File: src/rtl/obc_dct_sequencer.sv
// Shared scheduler for the 16-point OBC distributed-arithmetic DCT: captures one
// frame, serialises it LSB-first as ROM addresses and drives the accumulator strobes.
//
// Handshakes: a transfer happens on a rising edge where valid && ready are both 1.
// The producer holds in_valid/in_data until it sees in_ready. The sequencer holds
// out_valid until it sees out_ready. Neither ready depends combinationally on its valid.
module obc_dct_sequencer #(
  parameter int N     = 32,
  parameter int P     = 16,
  parameter int CNT_W = 5,
  parameter int FC_W  = 8
) (
  input  logic             clk,
  input  logic             rst,
  input  logic             in_valid,
  output logic             in_ready,
  input  logic [P*N-1:0]   in_data,
  output logic [P-1:0]     bit_vec,
  output logic [CNT_W-1:0] bit_idx,
  output logic             acc_clr,
  output logic             acc_en,
  output logic             acc_sub,
  output logic             out_valid,
  input  logic             out_ready,
  output logic             busy,
  output logic [FC_W-1:0]  frame_cnt
);

  typedef enum logic [1:0] {IDLE, LOAD, RUN, DONE} state_t;

  state_t           state, state_nxt;
  logic [N-1:0]     sr [P];
  logic [CNT_W-1:0] idx_r;
  logic [FC_W-1:0]  fc_r;
  logic             accept;
  logic             last_bit;

  assign accept   = in_valid && (state == IDLE);
  assign last_bit = (idx_r == CNT_W'(N - 1));

  always_comb begin
    state_nxt = state;
    case (state)
      IDLE: if (accept) state_nxt = LOAD;
      LOAD: state_nxt = RUN;
      RUN:  if (last_bit) state_nxt = DONE;
      DONE: if (out_ready) state_nxt = IDLE;
      default: state_nxt = IDLE;
    endcase
  end

  always_ff @(posedge clk) begin
    if (rst) begin
      state <= IDLE;
      idx_r <= '0;
      fc_r  <= '0;
      for (int k = 0; k < P; k++) sr[k] <= '0;
    end else begin
      state <= state_nxt;
      case (state)
        IDLE: begin
          if (accept) begin
            idx_r <= '0;
            for (int k = 0; k < P; k++) sr[k] <= in_data[k*N +: N];
          end
        end
        RUN: begin
          // Shift right so bit 0 of each register is always the current bit.
          for (int k = 0; k < P; k++) sr[k] <= sr[k] >> 1;
          idx_r <= last_bit ? '0 : idx_r + 1'b1;
        end
        DONE: if (out_ready) fc_r <= fc_r + 1'b1;
        default: ;
      endcase
    end
  end

  // All outputs decode from registered state only.
  always_comb begin
    in_ready  = 1'b0;
    busy      = 1'b1;
    acc_clr   = 1'b0;
    acc_en    = 1'b0;
    acc_sub   = 1'b0;
    out_valid = 1'b0;
    bit_vec   = '0;
    case (state)
      IDLE: begin
        in_ready = 1'b1;
        busy     = 1'b0;
      end
      LOAD: begin
        acc_clr = 1'b1;
        for (int k = 0; k < P; k++) bit_vec[k] = sr[k][0];
      end
      RUN: begin
        acc_en  = 1'b1;
        acc_sub = last_bit;
        for (int k = 0; k < P; k++) bit_vec[k] = sr[k][0];
      end
      DONE: out_valid = 1'b1;
      default: ;
    endcase
  end

  assign bit_idx   = idx_r;
  assign frame_cnt = fc_r;

endmodule

File: config.mk
export PLATFORM = sky130hd
export DESIGN_NAME = obc_dct_sequencer
export DESIGN_NICKNAME = d
export VERILOG_FILES = /design/src/rtl/obc_dct_sequencer.sv
export SDC_FILE = /design/constraint.sdc
export NUM_CORES = 1
export LEC_CHECK = 0
export CAP_MARGIN = 20
export CORE_MARGIN = 10
export CORE_UTILIZATION = 53
export DETAILED_ROUTE_END_ITERATION = 16
export GPL_TIMING_DRIVEN = 0
export PLACE_DENSITY = 0.86
export SYNTH_ARGS = -nofsm -noshare
export SYNTH_HDL_FRONTEND = slang
export SYNTH_SLANG_ARGS = --single-unit
File: constraint.sdc
create_clock -name clk -period 20.9 [get_ports clk]
set_input_delay 2.09 -clock clk [delete_from_list [all_inputs] [get_ports clk]]
set_output_delay 2.09 -clock clk [all_outputs]
set_load 0.01 [all_outputs]
==> qor.csv <==
stage;metric;value;unit
outcome;outcome;finished clean;
layout;layout.core_utilization;0.739;
layout;nets;2400;
drt;route.top_layer_used;met5;
synth;synth_top_area_share;0.711;
synth;post_synth_instance_area;0.0213;mm^2
layout;areaGrowthSynthToFinish;37.8;%
sta;maxClockFrequency;187;MHz
cts;clock_insertion_delay_worst_skew;0.60;ns
drt;met3_wirelength;7570;um
drt;drc_violations_left;0;
drt;detail_route.wirelength;69300;um
drt;met1Wirelength;24700;um
cts;cts.repair_timing.setup_buffer_count;0;
layout;multi_input_logic_area;0.00509;mm^2
floorplanning;die-area;0.0486;mm^2
place;dp_slack;15.56;ns
cts;path_clk_slew;0.06;ns
cts;tritoncts;yes;
critical_path;critPathMaxFanout;10;
global_routing;overflow;0;
drt;num_vias;15100;
cts;cts-root-buf;clkbuf_16;
synth;synth.largest_area_cell;edfxtp_1;
cts;number_of_buffers_inserted_during_clock_tree_synthesis;53;
place;place_hpwl;50100;um
global_routing;grt_first_pass_wirelength;98600;um
pwr;leakage_power_summed_over_all_cells;11.0;nW
floorplanning;die_w;220;um
floorplanning;ports_placed_on_the_boundary;551;
sta;period_minus_slack;5.34;ns
sta;timing.setup.tns;0;ns
layout;drive_above_1_share;0.0791;
critical_path;worst_setup_path_start_kind;flip-flop;
synth;synth.ff_latch_count;527;
floorplanning;placementRows;73;
synth;yosys.cell_types.count;32;
drt;avgViaCountPerCell;6.10;
synth;syn-num-nets;1788;
sta;tightestPinTransition;0.880;ns
drt;route.antenna.remaining_nets;0;
place;buffer_ports.inserted;550;
global_routing;pin_count_of_the_biggest_net_entering_global_routing;76;
critical_path;cp_data_arrival_time;3.25;ns
synth;yosysSeqAreaShare;0.732;
drt;number_of_iterations_in_the_first_detailed_routing_pass;5;
cts;cts_sinks;527;
synth;syn-mean-instance-area;16.8;um^2
global_routing;grt_use_total;0.274;
sta;fin_crit_sh;0.255;
layout;fillCellCount;2289;
pwr;worst_ir_drop_vdd;0.0000710;V
cts;clockBufferDepth;3;
sta;finalHoldViolCount;0;
layout;fin_area;0.0294;mm^2
global_routing;grt_antenna_before_repair;29;
place;detailed_place.area;0.0277;mm^2
cts;cts_max_level;2;
pwr;power.density_cell_area;108;mW/mm^2
sta;setup_viol_count_final;0;
place;place.gp.congestion;0.882;
synth;synthCells;1265;
sta;fin_worst_skew;0.0158;ns
sta;final_max_slew_viol_count;0;
layout;seq_area;0.0156;mm^2
drt;wl_met2;34400;um
floorplanning;floorplan.initialDensity;0.536;
drt;first_drt_iteration_drcs;1730;
drt;route.detailed.wl_per_inst;28.0;um
floorplanning;dieHeight;220;um
flow_run;drv.max_cap_violation_count;0;
sta;relative_max_transition_margin;0.413;
min_path;timing.hold.worst.class;flip-flop to flip-flop;
critical_path;worst-endpoint-required;18.81;ns
floorplanning;core-area;0.0397;mm^2
synth;ys_top_cells_by_area;edfxtp_1, a22o_1, dfxtp_1;
critical_path;setup.worst_path.class;flip-flop to output port;
synth;ys_warn_count;0;
cts;cts-hold-fix-buffers;0;
sta;hold_ws;0.461;ns
cts;cts_resized;0;
sta;final_critical_path_setup_slack;15.56;ns
critical_path;critPathCaptureType;output port;
global_routing;number_of_global_route_vias_before_repair;15400;
sta;rsz0062_at_grt;no;
-- critical path, stage by stage (launching register included) --
cell	delay (ns)
dfxtp_1	0.39
inv_1	0.10
ha_1	0.57
clkbuf_1	0.71
and2_1	0.24
clkdlybuf4s50_1	0.65
-- flip-flops by register name (all words and copies together) (netlist names) --
register and flops:
sr 512, frame_cnt 8, bit_idx 5, state 2
-- layout make-up --
cell class | instances | area share
multi-input combinational | 616 | 0.173
buffer | 116 | 0.0210
clock inverter | 24 | 0.00563
timing repair buffer | 557 | 0.194
tap | 525 | 0.0224
clock buffer | 75 | 0.0495
antenna | 27 | 0.00230
sequential | 527 | 0.531
inverter | 6 | 0.000767
-- cell families (layout without fill, tap and decap cells) --
group	count (synthesis)	after routing	share of synthesized area
xor gates and xnor gates	3	3	0.00123
other	0	27	0
and+or+nand+nor	79	79	0.0200
adders and majority gates	7	7	0.00411
buffers and inverters	122	778	0.0300
AOI/OAI and AO/OA	525	525	0.211
muxes	2	2	0.000940
DFF	527	527	0.732
-- per-layer routing --
layer	up-vias	global-route usage
met5	-	0
met4	12	0.131
met3	142	0.0965
met2	866	0.439
met1	7512	0.327
li1	6564	-
-- report_power, final --
group / switching, mW / internal, mW
registers: 0.108 / 1.55
clock network: 0.397 / 0.508
logic: 0.337 / 0.280
-- placed cells by master, fill, tap and decap left out, types with 4 or more instances in the layout --
cell type and n:
clkdlybuf4s50_1 550, edfxtp_1 504, a22o_1 496, clkbuf_1 58
clkbuf_16 55, buf_2 48, diode_2 27, and2_1 26
dfxtp_1 23, nand2_1 21, a21oi_1 18, clkinv_2 14
buf_6 11, buf_4 10, buf_1 9, or3_1 7
ha_1 7, clkinv_1 7, nor2_1 6, inv_1 6
o21ai_0 6, buf_16 6, nand3_1 4, nor2b_1 4
-- worst paths after layout --
check / slack, ns / cells past startpoint / startpoint / to
min: 0.46 / 2 / sr[1][95] / sr[1][95]
max reg2reg: 17.50 / 7 / state[0] / sr[1][109]
max: 15.56 / 5 / state[0] / bit_vec[1]
min reg2reg: 0.46 / 2 / sr[1][95] / sr[1][95]
-- metrics by stage --
stage / power, mW / cells
finish: 3.18 / 2473
global route: 3.30 / 2466
CTS: 3.18 / 2446
detailed placement: 2.27 / 2347
global placement: 2.28 / 2340
floorplan: 2.01 / 1265
-- synth_stat cells --
library cell	instances
ha_1	7
xnor2_1	1
buf_1	9
nor2_2	1
mux2i_1	2
o21bai_1	1
o21ai_0	6
clkbuf_1	38
a21oi_1	18
nand2_1	21
nor2_1	6
nand3_1	4
and2_1	26
inv_1	6
buf_4	10
and2_0	1
o31ai_1	3
or3_1	7
edfxtp_1	504
and3_1	1
nand4_1	2
or2_1	1
buf_2	48
a22o_1	496
nand2b_1	3
or4_1	1
xor2_1	2
or4b_1	1
dfxtp_1	23
a2bb2oi_1	1
nor2b_1	4
buf_6	11
(Power assumes the default switching activity.)
